## src/rtl/cpu_types_pkg.sv

```systemverilog
// Shared CPU types: register field width and the pipeline controller state encoding.
package cpu_types_pkg;

    typedef logic [4:0] regbits_t;

    typedef enum logic [1:0] {
        RUN    = 2'd0,
        DWAIT  = 2'd1,
        HALTED = 2'd2
    } pctrl_state_t;

endpackage

```

## src/rtl/pipeline_ctrl_hazard_unit.sv

```systemverilog
// Load-use comparator: a load in IDEX whose destination is read by the instruction in IFID.
import cpu_types_pkg::*;

module hazard_unit (
    input  logic     idex_memread,
    input  regbits_t idex_rt,
    input  regbits_t ifid_rs,
    input  regbits_t ifid_rt,
    output logic     lu
);

    // $zero is never a real dependency.
    assign lu = idex_memread && (idex_rt != '0) &&
                ((idex_rt == ifid_rs) || (idex_rt == ifid_rt));

endmodule

```

## src/rtl/pipeline_ctrl.sv

```systemverilog
// Stall/flush sequencer for the five-stage pipeline: latch enables, bubbles, halt and dcache watchdog.
import cpu_types_pkg::*;

module pipeline_ctrl #(
    parameter int TIMEOUT = 1023
) (
    input  logic         CLK,
    input  logic         RST,
    input  logic         ihit,
    input  logic         dhit,
    input  logic         exmem_dREN,
    input  logic         exmem_dWEN,
    input  logic         idex_memread,
    input  regbits_t     idex_rt,
    input  regbits_t     ifid_rs,
    input  regbits_t     ifid_rt,
    input  logic         exmem_branch_taken,
    input  logic         exmem_jr,
    input  logic         ifid_jump,
    input  logic         memwb_halt,
    output logic         pc_en,
    output logic         ifid_en,
    output logic         idex_en,
    output logic         exmem_en,
    output logic         memwb_en,
    output logic         ifid_flush,
    output logic         idex_flush,
    output logic         exmem_flush,
    output logic         memwb_flush,
    output logic         halt,
    output logic         mem_err,
    output logic [31:0]  stall_cnt,
    output pctrl_state_t state
);

    localparam int WD_W = $clog2(TIMEOUT + 1);

    pctrl_state_t    next_state;
    logic [WD_W-1:0] wd;
    logic            lu;
    logic            freeze;

    hazard_unit u_hazard (
        .idex_memread (idex_memread),
        .idex_rt      (idex_rt),
        .ifid_rs      (ifid_rs),
        .ifid_rt      (ifid_rt),
        .lu           (lu)
    );

    // In RUN a freeze needs a pending access; in DWAIT only dhit releases it.
    assign freeze = (state == DWAIT) ? !dhit
                                     : ((exmem_dREN || exmem_dWEN) && !dhit);

    always_comb begin
        pc_en       = 1'b1;
        ifid_en     = 1'b1;
        idex_en     = 1'b1;
        exmem_en    = 1'b1;
        memwb_en    = 1'b1;
        ifid_flush  = 1'b0;
        idex_flush  = 1'b0;
        exmem_flush = 1'b0;
        memwb_flush = 1'b0;
        next_state  = state;
        if (RST) begin
            {pc_en, ifid_en, idex_en, exmem_en, memwb_en} = '0;
            {ifid_flush, idex_flush, exmem_flush, memwb_flush} = '1;
            next_state = RUN;
        end else begin
            case (state)
                RUN, DWAIT: begin
                    if (memwb_halt) begin
                        {pc_en, ifid_en, idex_en, exmem_en, memwb_en} = '0;
                        next_state = HALTED;
                    end else if (freeze) begin
                        {pc_en, ifid_en, idex_en, exmem_en} = '0;
                        memwb_flush = 1'b1;
                        next_state  = DWAIT;
                    end else begin
                        next_state = RUN;
                        if (exmem_branch_taken || exmem_jr) begin
                            ifid_flush  = 1'b1;
                            idex_flush  = 1'b1;
                            exmem_flush = 1'b1;
                        end else if (lu) begin
                            pc_en      = 1'b0;
                            ifid_en    = 1'b0;
                            idex_flush = 1'b1;
                        end else if (ifid_jump) begin
                            ifid_flush = 1'b1;
                        end else if (!ihit) begin
                            pc_en      = 1'b0;
                            ifid_flush = 1'b1;
                        end
                    end
                end
                HALTED: begin
                    {pc_en, ifid_en, idex_en, exmem_en, memwb_en} = '0;
                end
                default: begin
                    next_state = RUN;
                end
            endcase
        end
    end

    always_ff @(posedge CLK) begin
        if (RST) begin
            state     <= RUN;
            halt      <= 1'b0;
            mem_err   <= 1'b0;
            stall_cnt <= '0;
            wd        <= '0;
        end else begin
            state <= next_state;
            halt  <= halt || (state == HALTED);
            if ((state == RUN || state == DWAIT) && !pc_en && (stall_cnt != '1))
                stall_cnt <= stall_cnt + 32'd1;
            // Watchdog only runs across consecutive DWAIT cycles and saturates at TIMEOUT.
            if (state == DWAIT && next_state == DWAIT) begin
                if (wd != WD_W'(TIMEOUT))
                    wd <= wd + 1'b1;
                if (wd == WD_W'(TIMEOUT - 1))
                    mem_err <= 1'b1;
            end else begin
                wd <= '0;
            end
        end
    end

endmodule

```

## config.mk

```make
export PLATFORM = sky130hd
export DESIGN_NAME = pipeline_ctrl
export DESIGN_NICKNAME = d
export VERILOG_FILES = /design/src/rtl/cpu_types_pkg.sv /design/src/rtl/pipeline_ctrl_hazard_unit.sv /design/src/rtl/pipeline_ctrl.sv
export SDC_FILE = /design/constraint.sdc
export NUM_CORES = 1
export LEC_CHECK = 0
export CAP_MARGIN = 20
export CORE_ASPECT_RATIO = 0.75
export CORE_MARGIN = 4
export CORE_UTILIZATION = 35
export DETAILED_ROUTE_END_ITERATION = 10
export GPL_TIMING_DRIVEN = 0
export PLACE_DENSITY = 0.7
export SETUP_SLACK_MARGIN = 0.5
export SYNTH_ARGS = -nofsm -noshare
export SYNTH_HDL_FRONTEND = slang
export SYNTH_HIERARCHICAL = 1
export SYNTH_SLANG_ARGS = --single-unit
```

## constraint.sdc

```tcl
create_clock -name CLK -period 2.95 [get_ports CLK]
set_input_delay 0.59 -clock CLK [delete_from_list [all_inputs] [get_ports CLK]]
set_output_delay 0.59 -clock CLK [all_outputs]
set_load 0.01 [all_outputs]
```

Yosys cells after proc, flatten, opt, wreduce, memory -nomap -nowiden. Cells that the tools add are included.

Flip-flop bits (word level): 46. Output and inout bits: 45. Word-level logic and storage cells: 83.

Add/sub/neg operators: 2. Eq/ne operators: 8. Muxes and demuxes: 49. Bitwise gates (word level): 1. Reduce and logical (&&, ||, !) cells: 18.

Operator list (count): 2-to-1 mux 1 bit (42); adder 32 x 1 -> 32 bit (second input constant) (1); != test 32 bit (second input constant) (1); adder 10 x 1 -> 10 bit (second input constant) (1); == test 10 bit (second input constant) (1); == test 5 bit (2); != test 10 bit (second input constant) (1); one-hot mux 1 bit (2 select lines) (4); logical AND 1 bit (6); logical OR 1 bit (5); nonzero test 5 bit (1); == test 2 x 1 -> 1 bit (second input constant) (2); 2-to-1 mux 2 bit (2); one-hot mux 2 bit (2 select lines) (1); OR reduction 2 bit (2); == test 2 bit (second input constant) (1); logical NOT 1 bit (2); logical NOT 2 bit (1); AND reduction 2 bit (1); inverter 1 bit (1).

Longest topological paths before layout. Gate-level depths: netlist (run 1).

Depth in word-level cells: 12. Gate-level depth with buffers: 11. Mapped depth without buffers: 9.

Modules after synthesis. The synthesis (run 1) kept the hierarchy.

By module, submodules not included: pipeline_ctrl (instances 1, cells each 292, area each 2413.6 µm²); hazard_unit (instances 1, cells each 17, area each 125.1 µm²).

Worst setup path after synthesis (run 1). No wires, ideal clock.

Kind: input to register. Start: in idex_rt[0]. End: reg stall_cnt[26]. Library setup time: 70 ps. Data arrival time: 2609 ps. Required time: 2880 ps. Setup slack: 271 ps. Cell stages on the path: 10. Buffers on the path: 1. Cells stage by stage: xor2_1 -> nor3_1 -> nand3_1 -> a21oi_1 -> o21ba_2 -> o221ai_2 -> or3b_1 -> buf_2 -> or4_1 -> a21oi_1.

Word-level cells in the longest chain between the ends: 12.

Ends and longest elaborated chain: start: declaration (line pipeline_ctrl.sv:14) `input regbits_t idex_rt,`; == test 5 bit / nonzero test 5 bit (equally long branches) (line pipeline_ctrl_hazard_unit.sv:14, pipeline_ctrl_hazard_unit.sv:13); logical OR 1 bit / logical AND 1 bit (equally long branches) (line pipeline_ctrl_hazard_unit.sv:14, pipeline_ctrl_hazard_unit.sv:13); logical AND 1 bit * (line pipeline_ctrl_hazard_unit.sv:13) `assign lu = idex_memread && (idex_rt != '0) &&`; via lu (line pipeline_ctrl.sv:40) `logic lu;`; 2-to-1 mux 1 bit * (line pipeline_ctrl.sv:86) `end else if (lu) begin`; 2-to-1 mux 1 bit * (line pipeline_ctrl.sv:82) `if (exmem_branch_taken || exmem_jr) begin`; 2-to-1 mux 1 bit * (line pipeline_ctrl.sv:76) `end else if (freeze) begin`; 2-to-1 mux 1 bit * (line pipeline_ctrl.sv:73) `if (memwb_halt) begin`; one-hot mux 1 bit (2 select lines) * (line pipeline_ctrl.sv:71) `case (state)`; 2-to-1 mux 1 bit * (line pipeline_ctrl.sv:66) `if (RST) begin`; logical NOT 1 bit * (line pipeline_ctrl.sv:118) `if ((state == RUN || state == DWAIT) && !pc_en && (stall_cnt != '1))`; logical AND 1 bit * (2 in a row) (line pipeline_ctrl.sv:118); end signal: assignment (line pipeline_ctrl.sv:119) `stall_cnt <= stall_cnt + 32'd1;`; end: declaration (line pipeline_ctrl.sv:32) `output logic [31:0] stall_cnt,`.

The timed path passes the listed nets; every way through them passes the cells marked *. A chain may end at the register's enable or synchronous reset.

Worst setup path in the final report (run 1).
Start: in ifid_rs[2]. End: reg stall_cnt[24].

Word-level cells in the longest chain between the ends: 12.

Ends and longest elaborated chain: start: declaration (line pipeline_ctrl.sv:15) `input regbits_t ifid_rs,`; == test 5 bit (line pipeline_ctrl_hazard_unit.sv:14) `((idex_rt == ifid_rs) || (idex_rt == ifid_rt));`; logical OR 1 bit (line pipeline_ctrl_hazard_unit.sv:14); logical AND 1 bit (line pipeline_ctrl_hazard_unit.sv:13); via lu (line pipeline_ctrl.sv:40); 2-to-1 mux 1 bit (line pipeline_ctrl.sv:86); 2-to-1 mux 1 bit (line pipeline_ctrl.sv:82); 2-to-1 mux 1 bit (line pipeline_ctrl.sv:76); 2-to-1 mux 1 bit (line pipeline_ctrl.sv:73); one-hot mux 1 bit (2 select lines) (line pipeline_ctrl.sv:71); 2-to-1 mux 1 bit (line pipeline_ctrl.sv:66); logical NOT 1 bit (line pipeline_ctrl.sv:118); logical AND 1 bit (2 in a row) (line pipeline_ctrl.sv:118).

The timed path passes the listed nets, and every way through them passes these cells.

==> metrics.yaml, run 1 <==
final_layout:
  drive_gt1_frac: 0.264
  ff_latch_area_um2: 922
  nets: 430
  multi_input_area_um2: 1880
  final_cell_count_no_fill: 500
  diodes: 0
  area_delta_synth_final_pct: 59.4
  fill_cells: 611
clocking:
  cts_sinks: 46
  clock_path_buffers: 2
  clock_latency_ns: 0.30
  clkTransAtPathRegs_ns: 0.10
  cts_tree: "done"
  htreeDepth: 2
  cts_buffers: 5
  holdBufCountCts: 0
  root_buffer: "clkbuf_8"
placement:
  place.gp.congestion: 0.829
  dp_hpwl_mm: 5.51
  portBuffers: 70
  place_inst: 477
worst_setup_path:
  path_max_fanout: 6
  cp_data_arrival_time_ns: 2.96
  cp-start-kind: "input pin"
  critPathKind: "input pin to flip-flop"
  worstRegToRegCells: 6
  crit_required_ns: 3.17
  cp-end-kind: "flip-flop"
yosys:
  synth_area_um2: 2540
  ys_async_sr_fraction: 0
  synth-compound-area-share: 0.200
  postSynthCellCount: 309
  seq_area_frac_synth: 0.363
  ys_seq_elements: 46
  synthTopCellsByArea: "dfxtp_1, a21oi_1, o31ai_1"
  synth.area.mux_share: 0.0217
  synth-simple-area-share: 0.298
  postSynth.topFlopCell: "dfxtp_1"
  synth_edf_count: 0
  synth_top_area_share: 0.363
  synth_warnings: 6
  synthXorXnorAreaFrac: 0.0552
  ys_types: 51
  yosys.area.top_type: "dfxtp_1"
  syn_avg_cell_area_um2: 8.22
  synth_most_common_cell: "dfxtp_1"
  netlist_top_cells_count: "dfxtp_1, a21oi_1, nor2_1"
  synth_top_family_by_area: "simple AND/OR/NAND/NOR gates"
  yosys.area_share.adder: 0.0148
  synth_nets: 338
floorplanning:
  dieHeight_um: 81.8
  dieArea_um2: 8690
  rows: 26
  io_pins: 71
  core_um2: 6930
  die_w_um: 106
  initial_core_util: 0.366
route:
  postRouteAntennaNets: 0
  first_pass_iters: 5
  vias_per_cell: 5.57
  drt_iter0_markers: 188
  drt-wirelength-per-cell_um: 16.7
  num_vias: 2786
  drc: 0
  wl_mm: 8.33
sta:
  finalSetupViolCount: 0
  post-route-period-util: 0.927
  tightest_slew_ns: 0.653
  fmax_mhz: 366
  rsz0062_at_grt: "yes"
  fin_setup_tns_ns: 0
  maxSlewViolCount: 0
  hold_violations: 0
  fin_skew_ns: 0.0121
  slew_headroom: 0.562
  period_needed_ns: 2.73
power:
  internal_power_uw: 971
  comb_power_share: 0.135
  ir_drop_v: 0.000186
  p_sw_uw: 313
  p_seq_frac: 0.498
  p_clk_frac: 0.367
  cellPowerDensity_nw_per_um2: 317
  power_switching_share: 0.243
  p_leak_uw: 0.00138
global_route:
  antenna_found_initial: 0
  grt_max_degree: 15
  grt_usage: 0.177
  grt_pass1_vias: 2600
  grt_pass1_wl_mm: 12.6
  overflow: 0
min_path:
  hold_path_class: "flip-flop to flip-flop"
  hold_depth: 2
status:
  outcome: "completed"
job:
  cap_violations: 0
==> cell usage in the layout, fill, tap and decap left out, types with 3 or more instances in the layout <==
master           netlist  routed
clkbuf_8               0       5
o31ai_4                0       4
o21ai_0               18      12
nand2_1               11      11
nand4_1                8       8
a21oi_2                0       9
and4_1                 4       4
dfxtp_1               46      45
or4_4                  0       3
o31ai_1               16       6
inv_1                 11      11
clkbuf_1              10       6
nor2_1                28      27
xor2_1                10       7
clkdlybuf4s50_1        0      41
o31ai_2                0       6
dlygate4sd2_1          0       9
buf_8                  0       4
xnor2_1                6       6
nor2b_1                6       6
or4_1                 15      12
or3_1                 10       9
o21ai_1                1       5
nand3_1               20      20
nor4_4                 1       5
buf_4                  3      14
ha_1                   3       3
buf_2                  1       6
nor3_2                 0       3
and3_1                 6       6
a21oi_1               28      19
xor2_2                 0       3
clkbuf_2               0       3
buf_6                  1      10
dlymetal6s2s_1         0       4
mux2_4                 0       4
==> cell type report <==
cell class,instances,share of cell area
multi-input cells,236,0.465
flip-flops and latches,46,0.228
repair buffers,85,0.204
plain buffers,16,0.0349
well taps,98,0.0303
clock buffers,6,0.0179
inverters,11,0.0102
clock inverters,2,0.00928
==> sequential cells by signal (all words and copies together), names as in the netlist <==
name       count
mem_err        1
stall_cnt     32
halt           1
state          2
wd            10
==> through the flow <==
stage / setup slack (ns) / util / hold WS (ns) / power (uW) / cell area, um2
6_report: 0.216 / 0.584 / 0.511 / 1280 / 4050
5_1_grt: 0.141 / 0.584 / 0.525 / 1340 / 4050
4_1_cts: 0.254 / 0.541 / 0.506 / 1280 / 3750
3_5_place_dp: -0.535 / 0.493 / 0.487 / 805 / 3420
3_3_place_gp: -0.514 / 0.493 / 0.480 / 803 / 3420
2_1_floorplan: 0.304 / - / 0.472 / 716 / 2600
==> worst paths after layout <==
| kind | from | slack (ns) | to |
|---|---|---|---|
| worst min register to register | stall_cnt[17]$_SDFFE_PP0P_ | 0.51 | stall_cnt[17]$_SDFFE_PP0P_ |
| worst max register to register | stall_cnt[15]$_SDFFE_PP0P_ | 0.50 | stall_cnt[27]$_SDFFE_PP0P_ |
| worst min-delay path | stall_cnt[17]$_SDFFE_PP0P_ | 0.51 | stall_cnt[17]$_SDFFE_PP0P_ |
| worst max-delay path | ifid_rs[2] | 0.22 | stall_cnt[24]$_SDFFE_PP0P_ |
==> per-layer routing <==
metal	GRT usage	wire [um]	vias up
met4	0.0479	65	0
met1	0.237	3760	1327
met3	0.0401	522	8
met5	0	0	-
met2	0.291	3980	105
li1	-	-	1346
==> critical path, cell delays in order <==
cell and delay [ns]:
buf_6 0.09, xor2_2 0.16, nor3_2 0.21, nand3_1 0.11, a21oi_2 0.19, o21ba_4 0.19, o221ai_4 0.16, or3b_1 0.38
buf_6 0.15, buf_4 0.13, buf_8 0.12, or3_4 0.32, a21oi_2 0.14
==> cells by family (layout without fill, tap and decap cells) <==
family	Yosys count	in the layout
AOI/OAI and AO/OA	81	81
adders and majority gates	3	3
and+or+nand+nor	131	131
DFF	46	46
xor gates and xnor gates	16	16
buffers and inverters	27	120
muxes	5	5
==> repair_timing <==
action,CTS,global route
gates resized for setup,106,61
buffers inserted,5,8
pin swaps,25,24
hold endpoints to repair,0,0
setup endpoints to repair,41,41
gates cloned,2,0
==> power groups by stage <==
stage	logic, uW	registers, uW	clock network [uW]
2_1_floorplan	64.1	652	0
4_1_cts	158	638	482
5_1_grt	187	641	510
3_5_place_dp	153	652	0
3_3_place_gp	151	651	0
6_report	173	639	471
(Power assumes the default switching activity.)
==> run 2, diff against run 1 <==
--- a/config.mk
+++ b/config.mk
@@ -9,6 +9,7 @@
 export CORE_ASPECT_RATIO = 0.75
 export CORE_MARGIN = 4
 export CORE_UTILIZATION = 35
+export CTS_CLUSTER_SIZE = 28
 export DETAILED_ROUTE_END_ITERATION = 10
 export GPL_TIMING_DRIVEN = 0
 export PLACE_DENSITY = 0.7
==> results of run 2 <==
Same layout as run 1: the final DEF is identical, and so are final timing and power.
==> run 3, diff against run 2 <==
--- a/config.mk
+++ b/config.mk
@@ -7,8 +7,9 @@
 export LEC_CHECK = 0
 export CAP_MARGIN = 20
 export CORE_ASPECT_RATIO = 0.75
-export CORE_MARGIN = 4
+export CORE_MARGIN = 5
 export CORE_UTILIZATION = 35
+export CTS_CLUSTER_DIAMETER = 200
 export CTS_CLUSTER_SIZE = 28
 export DETAILED_ROUTE_END_ITERATION = 10
 export GPL_TIMING_DRIVEN = 0
==> run 3 against run 2 <==
Power increased by 1.6%. Critical endpoint is now stall_cnt[28]$_SDFFE_PP0P_. First-iteration DRC count increased by 29%. Non-clock buffer count decreased by 1. Global-route usage about the same. Critical path type unchanged. Worst setup slack improved by 0.072 ns.
==> metrics.yaml, run 3 (synthesized netlist as in run 1, its figures left out) <==
status:
  outcome: "completed"
route:
  drt-wirelength-per-cell_um: 17.3
  vias_per_cell: 5.65
  num_vias: 2821
  drt_iter0_markers: 242
  wl_mm: 8.63
  postRouteAntennaNets: 0
  drc: 0
  first_pass_iters: 5
worst_setup_path:
  cp_data_arrival_time_ns: 2.89
  crit_required_ns: 3.18
  slowest_delay_ns: 0.51
  worstPathCellList: "buf_8, xor2_2, nor3_2, nand3_1, a21oi_2, o21ba_4, o221ai_4, or3b_4, buf_6, or4_4, a21oi_2"
  reg2reg_slack_ns: 0.34
  cp-start-kind: "input pin"
  worstRegToRegCells: 7
  critPathKind: "input pin to flip-flop"
  crit_start: "idex_rt[0]"
  critPathBufInv: 2
  critPathMostFrequentCell: "a21oi_2"
  path_delay_family: "simple AND/OR/NAND/NOR gates"
  cp-end-kind: "flip-flop"
  timing.rr.end: "stall_cnt[1]$_SDFFE_PP0P_"
  rr_startpoint: "stall_cnt[6]$_SDFFE_PP0P_"
  crit_end: "stall_cnt[28]$_SDFFE_PP0P_"
  path_max_fanout: 8
  crit_cells: 11
  cp_slowest_cell: "or4_4"
final_layout:
  area_delta_synth_final_pct: 61.8
  ff_latch_area_um2: 922
  regMostFlops: "stall_cnt"
  top_regs: "stall_cnt (32), wd (10), state (2)"
  multi_input_area_um2: 1930
  drive_gt1_frac: 0.282
  mostFrequentLayoutCell: "dfxtp_1"
  largest_register_ffs: 32
  diodes: 0
  layout.cells.most_common_list: "dfxtp_1, clkdlybuf4s50_1, nor2_1"
  fill_cells: 592
  nets: 429
  final_cell_count_no_fill: 499
power:
  p_sw_uw: 326
  internal_power_uw: 979
  comb_power_share: 0.140
  p_seq_frac: 0.489
  ir_drop_v: 0.000181
  p_leak_uw: 0.00136
  power_switching_share: 0.250
  cellPowerDensity_nw_per_um2: 318
  p_clk_frac: 0.371
clocking:
  holdBufCountCts: 0
  clkTransAtPathRegs_ns: 0.09
  cts_tree: "done"
  clock_latency_ns: 0.31
  cts_sinks: 46
  clock_path_buffers: 2
  htreeDepth: 2
  cts_buffers: 5
  root_buffer: "clkbuf_8"
sta:
  hold_violations: 0
  period_needed_ns: 2.66
  finalSetupViolCount: 0
  post-route-period-util: 0.902
  fin_setup_tns_ns: 0
  fmax_mhz: 376
  maxSlewViolCount: 0
  fin_skew_ns: 0.00983
  slew_headroom: 0.454
  tightest_slew_ns: 0.814
  rsz0062_at_grt: "yes"
global_route:
  overflow: 0
  grt_usage: 0.178
  grt_max_degree: 16
  antenna_found_initial: 0
  grt_pass1_vias: 2738
  grt_pass1_wl_mm: 13.4
job:
  cap_violations: 0
placement:
  place_inst: 477
  dp_hpwl_mm: 5.57
  place.gp.congestion: 0.881
  portBuffers: 70
min_path:
  hold_path_class: "flip-flop to flip-flop"
  hold_depth: 2
floorplanning:
  dieArea_um2: 9070
  initial_core_util: 0.366
  io_pins: 71
  die_w_um: 108
  core_um2: 6930
  dieHeight_um: 83.8
  rows: 26
run 3: worst min path at each step:
stage | slack (ns) | endpoint | startpoint
3_5_place_dp | 0.49 | mem_err$_SDFFE_PP0P_ | mem_err$_SDFFE_PP0P_
5_1_grt | 0.54 | stall_cnt[23]$_SDFFE_PP0P_ | stall_cnt[23]$_SDFFE_PP0P_
3_3_place_gp | 0.47 | mem_err$_SDFFE_PP0P_ | mem_err$_SDFFE_PP0P_
6_report | 0.51 | mem_err$_SDFFE_PP0P_ | mem_err$_SDFFE_PP0P_
4_1_cts | 0.51 | stall_cnt[17]$_SDFFE_PP0P_ | stall_cnt[17]$_SDFFE_PP0P_
2_1_floorplan | 0.47 | wd[7]$_SDFFE_PP0P_ | wd[7]$_SDFFE_PP0P_
run 3: cell type report:
type                            instances  area share
Sequential cell                        46       0.224
Tap cell                               98      0.0299
Inverter                               11      0.0101
Clock inverter                          3      0.0110
Clock buffer                            5      0.0168
Buffer                                 16      0.0396
Timing Repair Buffer                   84       0.200
Multi-Input combinational cell        236       0.469
run 3: power by group through the flow:
stage,sequential [uW],combinational (uW),clock [uW]
after detailed placement,651,154,0
after floorplan,652,64.1,0
after global placement,651,151,0
after global routing,640,196,524
final,638,183,484
after CTS,638,170,486
run 3: metrics by stage:
stage                     total power [uW]  cell area [um2]  hold slack [ns]  setup slack [ns]  utilization
after floorplan                        716             2600            0.472             0.304            -
after global placement                 803             3420            0.471            -0.513        0.493
after global routing                  1360             4110            0.540             0.172        0.593
after detailed placement               805             3420            0.487            -0.549        0.493
final                                 1300             4110            0.507             0.288        0.593
after CTS                             1290             3820            0.506             0.302        0.551
run 3: worst reg2reg max path, stage by stage, from the launching register on:
cell and delay, ns:
dfxtp_1 0.49, nand4_1 0.24, or2_1 0.39, nor4_4 0.52, buf_4 0.36, buf_4 0.28
o21ai_0 0.13, a21oi_2 0.15
run 3: repair_timing:
| item | CTS | global route |
|---|---|---|
| endpoints found under the setup margin | 41 | 38 |
| cloned | 1 | 2 |
| resized for setup | 128 | 55 |
| hold endpoints to repair | 0 | 0 |
| pin swaps | 25 | 27 |
| buffers inserted | 8 | 3 |
run 3: per-layer routing:
layer | vias up | share of wire | wire, um | track usage
met1 | 1349 | 0.43 | 3720 | 0.238
met2 | 101 | 0.50 | 4290 | 0.295
met3 | 22 | 0.057 | 495 | 0.0317
li1 | 1349 | - | - | -
met5 | - | 0 | 0 | 0
met4 | 0 | 0.014 | 117 | 0.0436
